File: src/rtl/counter_timer_arbiter_if.sv
// Bus between requesting control FSMs and the shared interval counter.
// Optional pause input exists only when CNT_PAUSE_EN is defined.
interface counter_timer_arbiter_if #(
    parameter int NREQ  = 4,
    parameter int WIDTH = 4
);
    logic [NREQ-1:0]       req;
    logic [NREQ*WIDTH-1:0] len;
    logic [NREQ-1:0]       grant;
    logic [WIDTH-1:0]      count;
    logic                  busy;
    logic [NREQ-1:0]       done;
`ifdef CNT_PAUSE_EN
    logic                  pause;

    modport master (output req, len, pause, input grant, count, busy, done);
    modport slave  (input req, len, pause, output grant, count, busy, done);
`else
    modport master (output req, len, input grant, count, busy, done);
    modport slave  (input req, len, output grant, count, busy, done);
`endif
endinterface

File: src/rtl/counter_timer_arbiter.sv
// Round-robin arbiter sharing one up-counter among NREQ interval requesters.
// Optional feature macro: CNT_PAUSE_EN (adds bus.pause to hold the count).
module counter_timer_arbiter #(
    parameter int NREQ  = 4,
    parameter int WIDTH = 4
) (
    input logic                    clk,
    input logic                    rst,
    counter_timer_arbiter_if.slave bus
);
    localparam int IW = (NREQ > 1) ? $clog2(NREQ) : 1;
    typedef logic [IW-1:0] idx_t;

    typedef enum logic [1:0] {
        IDLE,
        COUNT,
        DONE
    } state_t;

    state_t           state_q, state_d;
    idx_t             owner_q, owner_d;
    idx_t             last_q, last_d;
    logic [WIDTH-1:0] count_q, count_d;
    logic [WIDTH-1:0] len_q, len_d;

    logic             found;
    idx_t             sel;
    int unsigned      idx;
    logic [NREQ-1:0]  owner_onehot;

    // Cyclic search starting one past the previous winner.
    always_comb begin
        found = 1'b0;
        sel   = '0;
        idx   = 0;
        for (int unsigned k = 1; k <= NREQ; k++) begin
            idx = (32'(last_q) + k) % NREQ;
            if (!found && bus.req[idx_t'(idx)]) begin
                found = 1'b1;
                sel   = idx_t'(idx);
            end
        end
    end

    always_comb begin
        state_d = state_q;
        owner_d = owner_q;
        last_d  = last_q;
        count_d = count_q;
        len_d   = len_q;
        case (state_q)
            IDLE: begin
                count_d = '0;
                if (found) begin
                    state_d = COUNT;
                    owner_d = sel;
                    last_d  = sel;
                    len_d   = bus.len[32'(sel)*WIDTH +: WIDTH];
                end
            end
            COUNT: begin
                // Abandon outranks pause and the terminal compare.
                if (!bus.req[owner_q]) begin
                    state_d = IDLE;
                    count_d = '0;
                end
`ifdef CNT_PAUSE_EN
                else if (bus.pause) begin
                    count_d = count_q;
                end
`endif
                else if (count_q == len_q) begin
                    state_d = DONE;
                end else begin
                    count_d = count_q + 1'b1;
                end
            end
            DONE: begin
                state_d = IDLE;
                count_d = '0;
            end
            default: begin
                state_d = IDLE;
                count_d = '0;
            end
        endcase
    end

    always_ff @(posedge clk) begin
        if (rst) begin
            state_q <= IDLE;
            owner_q <= '0;
            last_q  <= idx_t'(NREQ - 1);
            count_q <= '0;
            len_q   <= '0;
        end else begin
            state_q <= state_d;
            owner_q <= owner_d;
            last_q  <= last_d;
            count_q <= count_d;
            len_q   <= len_d;
        end
    end

    always_comb begin
        owner_onehot = '0;
        owner_onehot[owner_q] = 1'b1;
        bus.busy  = (state_q != IDLE);
        bus.grant = (state_q != IDLE) ? owner_onehot : '0;
        bus.done  = (state_q == DONE) ? owner_onehot : '0;
        bus.count = count_q;
    end
endmodule
File: src/flat_wrapper.sv
// flat-port wrapper written by rule: the top's interface ports become plain ports
module counter_timer_arbiter_flat 
#(
    parameter int NREQ  = 4,
    parameter int WIDTH = 4
)
  (clk, rst, bus_req, bus_len, bus_grant, bus_count, bus_busy, bus_done);
  counter_timer_arbiter_if #(.NREQ(NREQ), .WIDTH(WIDTH)) bus_i ();
  input logic clk;
  input logic rst;
  input wire logic [$bits(bus_i.req)-1:0] bus_req;
  input wire logic [$bits(bus_i.len)-1:0] bus_len;
  output wire logic [$bits(bus_i.grant)-1:0] bus_grant;
  output wire logic [$bits(bus_i.count)-1:0] bus_count;
  output wire logic [$bits(bus_i.busy)-1:0] bus_busy;
  output wire logic [$bits(bus_i.done)-1:0] bus_done;
  assign bus_i.req = bus_req;
  assign bus_i.len = bus_len;
  assign bus_grant = bus_i.grant;
  assign bus_count = bus_i.count;
  assign bus_busy = bus_i.busy;
  assign bus_done = bus_i.done;
  counter_timer_arbiter #(.NREQ(NREQ), .WIDTH(WIDTH)) u_core (.clk(clk), .rst(rst), .bus(bus_i));
endmodule
File: config.mk
export PLATFORM = sky130hd
export DESIGN_NAME = counter_timer_arbiter_flat
export DESIGN_NICKNAME = d
export VERILOG_FILES = /design/src/rtl/counter_timer_arbiter_if.sv /design/src/rtl/counter_timer_arbiter.sv /design/src/flat_wrapper.sv
export SDC_FILE = /design/constraint.sdc
export NUM_CORES = 1
export LEC_CHECK = 0
export ABC_CLOCK_PERIOD_IN_PS = 1700
export CORE_UTILIZATION = 44
export CTS_BUF_LIST = sky130_fd_sc_hd__clkbuf_4
export DETAILED_ROUTE_END_ITERATION = 16
export PLACE_DENSITY = 0.81
export SYNTH_ARGS = -nofsm -noshare
export SYNTH_HDL_FRONTEND = slang
export SYNTH_SLANG_ARGS = --single-unit
export TNS_END_PERCENT = 30
File: constraint.sdc
create_clock -name clk -period 1.7 [get_ports clk]
set_input_delay 0.425 -clock clk [delete_from_list [all_inputs] [get_ports clk]]
set_output_delay 0.425 -clock clk [all_outputs]
set_load 0.01 [all_outputs]
# Word level (Yosys, flattened, before mapping)
# Cells that the tools add are included.
# word_totals
rom_bits	0
ramBits	0
input_bits	22
register_bits	14
latchBits	0
memories	0
# classes
n_mux	26
n_eq_ne	5
div	0
n_reduce_logical	12
shift	1
addsub	5
bitwise_logic	2
multipliers	0
order_cmp	6
# ops
op	n
$shiftx A16 B5 Y4	1
$lt A2 B3 Y1 const B	5
$mux W2	7
$bmux W1 S2	5
$mux W1	10
$mux W4	2
$add A2 B1 Y2 const B	2
$add A2 B2 Y2 const B	2
$add A4 B1 Y4 const B	1
$eq A4 B4 Y1	1
$logic_and A1 B1 Y1	4
$pmux W2 S2	1
$reduce_and A2 Y1	2
$logic_not A1 Y1	3
$ne A3 B3 Y1 const B	1
$reduce_or A3 Y1	1
$demux W1 S2	1
$eq A2 B1 Y1 const B	1
$eq A2 B2 Y1 const B	1
$ge A2 B1 Y1 const B	1
$logic_not A2 Y1	1
$ne A2 B1 Y1 const B	1
$not A1 Y1	2
$reduce_bool A2 Y1	1

# Depth between registers and ports, before layout
# Gate-level depths: netlist of the first run.
# depth
depth_word	15
depth_mapped	6
mapped_depth_nobuf	5

# Worst setup path before layout of the first run
# OpenSTA, ideal clock, no wires.
# synth_path
path_type	reg2reg
startpoint	reg u_core.count_q[1] (netlist: u_core.bus.count[1])
endpoint	reg u_core.count_q[2] (netlist: u_core.bus.count[2])
path_stages_with_launch	6
required_ps	1586
setup_ps	114
path_slack_ps	276
synth_period_minus_slack_ps	1424
arrival_time_ps	1309
path_cell_list	dfxtp_1 xor2_1 nor4_4 nand2b_1 xor2_1 nor2_1
# synth_via
elab_chain_cells	1
word_cells_on_any_way	2
cone_classes	add/sub: 1; eq/ne: 1
# synth_lines
element	line	rtl
from (decl)	counter_timer_arbiter.sv:23	logic [WIDTH-1:0] count_q, count_d;
from (signal assigned)	counter_timer_arbiter.sv:100	count_q <= count_d;
$add A4 B1 Y4 or $eq A4 B4 Y1 (tied branches)	counter_timer_arbiter.sv:75, counter_timer_arbiter.sv:72	
# Several ways; a longest one is shown, not always the timed one.
# A chain may end at the register's enable or synchronous reset.

# Worst setup path in the final report of the first run
# layout_path
startpoint	reg u_core.owner_q[0]
endpoint	out bus_done[1]
# layout_via
elab_chain_cells	5
word_cells_on_any_way	6
cone_classes	order compare: 2; mux: 3; reduce/logical: 1
# layout_lines
element	line	rtl
from (decl)	counter_timer_arbiter.sv:21	idx_t owner_q, owner_d;
from (signal assigned)	counter_timer_arbiter.sv:98	owner_q <= owner_d;
$lt A2 B3 Y1 (implied by the code) or $ge A2 B1 Y1 (tied branches)	counter_timer_arbiter.sv:107	owner_onehot[owner_q] = 1'b1;
$logic_and A1 B1 Y1 (implied by the code)	counter_timer_arbiter.sv:107	
$mux W1 (implied by the code)	counter_timer_arbiter.sv:107	
$demux W1 S2 *	-	
$mux W4 *	counter_timer_arbiter.sv:110	bus.done = (state_q == DONE) ? owner_onehot : '0;
to (decl)	flat_wrapper.sv:16	output wire logic [$bits(bus_i.done)-1:0] bus_done;
# Mark *: on every way between the ends. The rest lies on a longest branch, timed or not.

==> results.sh, run 1 <==
export IMPL_clkSinkCount=14
export IMPL_diodes=0
export IMPL_num_nets_final=166
export IMPL_synth_top_area_share_pct=31.7
export IMPL_synth_seq_area_share_pct=31.7
export IMPL_total_power_mw=1.11
export IMPL_fin_worst_skew_ns=0.00199
export IMPL_end_kind="output port"
export IMPL_regArea_um2=288
export IMPL_p_sw_share_pct=33.1
export IMPL_dieWidth_um=46.8
export IMPL_grt_use_total_pct=22.9
export IMPL_core_um2=1800
export IMPL_synth_common_cells="14 x dfxtp_1, 14 x nor2_1, 10 x mux2i_1"
export IMPL_cp_arrival_ns=1.22
export IMPL_synthDistinctLibCells=35
export IMPL_yosys_area_top_type="dfxtp_1"
export IMPL_tightest_slew_ns=0.448
export IMPL_power_frac_comb_pct=44.6
export IMPL_drt_pass1_iter_count=4
export IMPL_worst_ep_required_time_ns=1.27
export IMPL_fmax_ghz=0.608
export IMPL_drv_cap=0
export IMPL_cp_max_fo=3
export IMPL_syn_nets=118
export IMPL_multi_input_area_um2=612
export IMPL_outcome="completed"
export IMPL_grt_pass1_vias=835
export IMPL_synth_area_um2=885
export IMPL_grt_max_degree=12
export IMPL_ys_warn_count=0
export IMPL_ios=35
export IMPL_yosys_top_cells_area="dfxtp_1 32%, mux2i_1 11%, nor2_1 5.9%"
export IMPL_vias_per_cell=5.21
export IMPL_synthCells=95
export IMPL_hold_path_class="reg -> reg"
export IMPL_drv_slew=0
export IMPL_htree_num_levels=1
export IMPL_final_hold_viol_count=0
export IMPL_initial_core_util_pct=49.1
export IMPL_startpoint_type="register"
export IMPL_fin_crit_sh_pct=96.8
export IMPL_clk_pin_slew_ns=0.08
export IMPL_pwr_share_clk_pct=16.9
export IMPL_portBuffers=34
export IMPL_fin_setup_tns_ns=0
export IMPL_postSynthAreaPerCell_um2=9.31
export IMPL_power_frac_seq_pct=38.5
export IMPL_finalNonFillerCells=167
export IMPL_switching_power_mw=0.366
export IMPL_drtAntennaViolNets=0
export IMPL_grt_pass1_wl_um=3480
export IMPL_drt_wl_total_um=2180
export IMPL_min_period_ns=1.65
export IMPL_power_density_nw_per_um2=795
export IMPL_syn_to_final_growth_pct=57.1
export IMPL_setup_viol=0
export IMPL_std_cell_rows=15
export IMPL_synth_async_reset_ratio_pct=0
export IMPL_hpwlAfterDp_um=1770
export IMPL_drc_errors=0
export IMPL_ys_ff_latch=14
export IMPL_grt_setup_unrepaired="true"
export IMPL_dp_cells=161
export IMPL_synth_edff_count=0
export IMPL_cts_buffers=3
export IMPL_grt_overflow_total=0
export IMPL_final_util_pct=77.2
export IMPL_antenna_found_initial=0
export IMPL_cts_tree="done"
export IMPL_cts_root_buf="clkbuf_4"
export IMPL_fillers=141
export IMPL_dieArea_um2=2190
export IMPL_fp_dieH_um=46.8
export IMPL_holdWs_ns=0.535
export IMPL_critPathKind="reg -> out"
export IMPL_slew_headroom_pct=69.9
export IMPL_first_iter_violations=2
export IMPL_vias=870
export IMPL_final_layout_size_suffix_gt1_share_pct=28.9
export IMPL_avgRoutedWirePerCell_um=13.1
export IMPL_clock_insertion_delay_worst_skew_ns=0.28
export IMPL_peakVddDrop_mv=0.451
export IMPL_gp_routability_congestion=0.721
export IMPL_ys_flop_type="dfxtp_1"
export IMPL_power_leakage_nw=0.673
export IMPL_p_int_mw=0.739
export IMPL_cts_max_path_buffers=2
[routing by layer]
metal  vias to the layer above  wire, um  GRT usage [%]
met5                         -         0              0
met4                         0        23           4.57
met2                        35      1190           43.1
met1                       391       845           24.7
li1                        440         -              -
met3                         4       127           8.08
[final cells by class]
class | instances | area share (%)
Tap cell | 25 | 2.25
Timing Repair Buffer | 46 | 30.9
Inverter | 1 | 0.270
Clock buffer | 3 | 1.62
Sequential cell | 14 | 20.7
Multi-Input combinational cell | 77 | 44.0
Clock inverter | 1 | 0.270
[critical path, stage by stage (launching register included)]
cell	delay, ns
dfxtp_1	0.35
or2b_1	0.25
nor2_1	0.10
clkdlybuf4s15_1	0.24
[path summary, 6_finish.rpt]
path / startpoint / endpoint / slack, ns / depth (start not counted)
setup / recovery: u_core.owner_q[0] / bus_done[1] / 0.05 / 3
hold / removal: u_core.len_q[0] / u_core.len_q[0] / 0.53 / 2
setup reg to reg: u_core.last_q[1] / u_core.len_q[0] / 0.18 / 6
hold reg to reg: u_core.len_q[0] / u_core.len_q[0] / 0.53 / 2
[cells by family after synthesis]
logic type | count (synthesis) | share of synthesized area [%]
and+or+nand+nor | 44 | 29.8
AOI/OAI and AO/OA | 15 | 13.9
DFF | 14 | 31.7
muxes | 11 | 14.3
xor gates and xnor gates | 6 | 5.94
buffers and inverters | 4 | 2.97
adders and majority gates | 1 | 1.41
[power groups by stage]
| stage | combinational (mW) | clock [mW] | sequential [mW] |
|---|---|---|---|
| 2_1_floorplan | 0.294 | 0 | 0.418 |
| 3_3_place_gp | 0.467 | 0 | 0.423 |
| 3_5_place_dp | 0.480 | 0 | 0.425 |
| 4_1_cts | 0.481 | 0.191 | 0.421 |
| 5_1_grt | 0.542 | 0.207 | 0.433 |
| 6_report | 0.493 | 0.187 | 0.425 |
[layout by cell type (no fill, tap or decap), types with 2 or more instances in the layout]
| cell | n |
|---|---|
| a21oi_1 | 2 |
| a21oi_2 | 2 |
| buf_4 | 11 |
| clkbuf_2 | 5 |
| clkbuf_4 | 3 |
| clkdlybuf4s15_1 | 2 |
| clkdlybuf4s50_1 | 18 |
| dfxtp_1 | 8 |
| dfxtp_2 | 6 |
| dlygate4sd2_1 | 3 |
| dlymetal6s2s_1 | 6 |
| mux2i_1 | 10 |
| nand2_1 | 2 |
| nand2b_1 | 4 |
| nand3b_1 | 5 |
| nor2_1 | 14 |
| nor2_2 | 2 |
| nor2b_1 | 2 |
| nor3_2 | 2 |
| o221ai_1 | 4 |
| o31ai_2 | 2 |
| xor2_1 | 6 |
[state kept, by name (all words and copies together), names as in the netlist]
name / flops
u_core.len_q: 4
u_core.state_q: 2
u_core.owner_q: 2
u_core.bus.count: 4
u_core.last_q: 2
[through the flow]
stage               setup slack [ns]  instance area (um^2)
finish                        0.0544                  1390
global route                 -0.0200                  1390
CTS                          -0.0711                  1360
floorplan                      0.276                   885
global placement              -0.367                  1320
detailed placement            -0.401                  1320
[what timing repair did]
action,in CTS,in global routing
setup endpoints to repair,17,20
hold buffers,0,0
setup buffers,0,2
pin swaps,1,1
resized for setup,20,23
Note: power is estimated with default switching activity, not from simulation.
==> run 2: changes to the inputs <==
CTS_CLUSTER_SIZE = 24   (was unset)
==> results of run 2 <==
No change in the layout: final DEF, timing and power equal those of run 1.
==> run 3: changes to the inputs <==
TNS_END_PERCENT = unset   (was 30)
==> run 3 against run 2 <==
Net effect:
- hold slack is the same
- cell area fell by 0.63%
- combinational power shrank 1%
- clock power barely moved
- final cell count shrank 0.60%
- die area unchanged
- critical path type unchanged
- largest power group unchanged
==> results.sh, run 3 (synthesized netlist as in run 1, its figures left out) <==
export IMPL_core_um2=1800
export IMPL_peakVddDrop_mv=0.451
export IMPL_r2r_slack_ns=0.18
export IMPL_grt_use_total_pct=23.0
export IMPL_cts_max_path_buffers=2
export IMPL_syn_to_final_growth_pct=56.2
export IMPL_drt_pass1_iter_count=4
export IMPL_diodes=0
export IMPL_cts_root_buf="clkbuf_4"
export IMPL_drtAntennaViolNets=0
export IMPL_end_kind="output port"
export IMPL_min_period_ns=1.65
export IMPL_fmax_ghz=0.608
export IMPL_slowest_stage="dfxtp_4"
export IMPL_drc_errors=0
export IMPL_cts_tree="done"
export IMPL_ios=35
export IMPL_rr_startpoint="u_core.last_q[1]"
export IMPL_fillers=146
export IMPL_final_layout_size_suffix_gt1_share_pct=29.1
export IMPL_regArea_um2=290
export IMPL_layout_commonest_cell="clkdlybuf4s50_1"
export IMPL_clock_insertion_delay_worst_skew_ns=0.27
export IMPL_dp_cells=161
export IMPL_drt_wl_total_um=2200
export IMPL_grt_max_degree=12
export IMPL_std_cell_rows=15
export IMPL_clk_pin_slew_ns=0.08
export IMPL_crit_chain="nor2_4, buf_4, nor2_1, clkdlybuf4s15_1"
export IMPL_drv_cap=0
export IMPL_vias_per_cell=5.25
export IMPL_power_leakage_nw=0.665
export IMPL_power_frac_comb_pct=44.3
export IMPL_cts_buffers=3
export IMPL_holdBufCountCts=0
export IMPL_power_density_nw_per_um2=795
export IMPL_hold_depth=2
export IMPL_switching_power_mw=0.366
export IMPL_antenna_found_initial=0
export IMPL_final_util_pct=76.7
export IMPL_critical_path_buf_inv_count=2
export IMPL_hpwlAfterDp_um=1770
export IMPL_avgRoutedWirePerCell_um=13.2
export IMPL_finalNonFillerCells=166
export IMPL_timing_hold_worst_endpoint="u_core.len_q[0]"
export IMPL_p_int_mw=0.732
export IMPL_rr_endpoint="u_core.len_q[0]"
export IMPL_fin_worst_skew_ns=0.00193
export IMPL_vias=872
export IMPL_pwr_share_clk_pct=17.0
export IMPL_grt_pass1_wl_um=3500
export IMPL_num_nets_final=165
export IMPL_layout_common_cells="18 x clkdlybuf4s50_1, 14 x nor2_1, 10 x mux2i_1, 10 x buf_4, 8 x dfxtp_1"
export IMPL_clkSinkCount=14
export IMPL_dieWidth_um=46.8
export IMPL_total_power_mw=1.10
export IMPL_final_hold_viol_count=0
export IMPL_slew_headroom_pct=69.9
export IMPL_first_iter_violations=2
export IMPL_p_sw_share_pct=33.3
export IMPL_worst_ep_required_time_ns=1.27
export IMPL_critPathKind="reg -> out"
export IMPL_startpoint_type="register"
export IMPL_grt_pass1_vias=846
export IMPL_outcome="completed"
export IMPL_cpLargestDelayFamily="buffers and inverters"
export IMPL_r2r_cells=6
export IMPL_portBuffers=34
export IMPL_grt_overflow_total=0
export IMPL_drv_slew=0
export IMPL_cp_max_fo=5
export IMPL_power_frac_seq_pct=38.7
export IMPL_fin_crit_sh_pct=96.8
export IMPL_initial_core_util_pct=49.1
export IMPL_setup_viol=0
export IMPL_hold_path_class="reg -> reg"
export IMPL_fp_dieH_um=46.8
export IMPL_hp_start="u_core.len_q[0]"
export IMPL_tightest_slew_ns=0.448
export IMPL_gp_routability_congestion=0.721
export IMPL_cp_arrival_ns=1.22
export IMPL_htree_num_levels=1
export IMPL_max_stage_delay_ns=0.37
export IMPL_dieArea_um2=2190
export IMPL_multi_input_area_um2=612
## run 3: cell count changes in the layout (fill, tap and decap cells not counted), sizes merged
cell,before,now
clkbuf,8,9
buf,12,11
dlygate4sd2,3,2
## run 3: layer usage
metal  GRT usage (%)  part of all wire, %  wire length (um)  vias up
met4            4.57                  1.0                23        0
met2            43.6                   55              1200       33
met1            24.4                   39               854      396
li1                -                    -                 -      439
met5               0                    0                 0        -
met3            8.08                  5.4               119        4
## run 3: metrics by stage
stage	setup TNS, ns	hold slack (ns)	setup slack, ns	area, um^2
floorplan	0	0.485	0.276	885
global placement	-3.78	0.520	-0.367	1320
detailed placement	-4.11	0.502	-0.401	1320
CTS	0	0.529	0.00297	1370
global route	-0.00314	0.543	-0.00314	1380
finish	0	0.535	0.0544	1380
## run 3: how the worst max path moves through the flow
stage	startpoint	endpoint	slack [ns]	cells after the start
5_1_grt	u_core.owner_q[0]	bus_grant[3]	-0.003	4
3_3_place_gp	bus_req[3]	u_core.len_q[3]	-0.37	6
4_1_cts	u_core.state_q[1]	bus_busy	0.003	3
2_1_floorplan	u_core.bus.count[1]	u_core.bus.count[2]	0.28	5
6_report	u_core.state_q[1]	bus_grant[3]	0.05	4
3_5_place_dp	bus_req[3]	u_core.len_q[2]	-0.40	6
## run 3: final cells by class
cell class                 instances  share of cell area [%]
multi-input combinational         77                    44.3
clock buffer                       3                    1.63
inverter                           1                   0.272
tap                               25                    2.26
sequential                        14                    21.0
timing repair buffer              45                    30.3
clock inverter                     1                   0.272
## run 3: timing repair
| action | in CTS | in global routing |
|---|---|---|
| pin swaps | 2 | 0 |
| setup buffers | 1 | 0 |
| endpoints found under the setup margin | 17 | 21 |
| resized for setup | 22 | 24 |
## run 3: tightest hold or removal path: stages (launching register included)
cell and delay [ns]:
dfxtp_1 0.35, nand3b_1 0.09, o221ai_1 0.07
## run 3: power groups by stage
| stage | clock (mW) | combinational, mW | sequential (mW) |
|---|---|---|---|
| after floorplan | 0 | 0.294 | 0.418 |
| after global placement | 0 | 0.467 | 0.423 |
| after detailed placement | 0 | 0.480 | 0.425 |
| after CTS | 0.191 | 0.489 | 0.422 |
| after global routing | 0.207 | 0.534 | 0.432 |
| final | 0.187 | 0.486 | 0.425 |
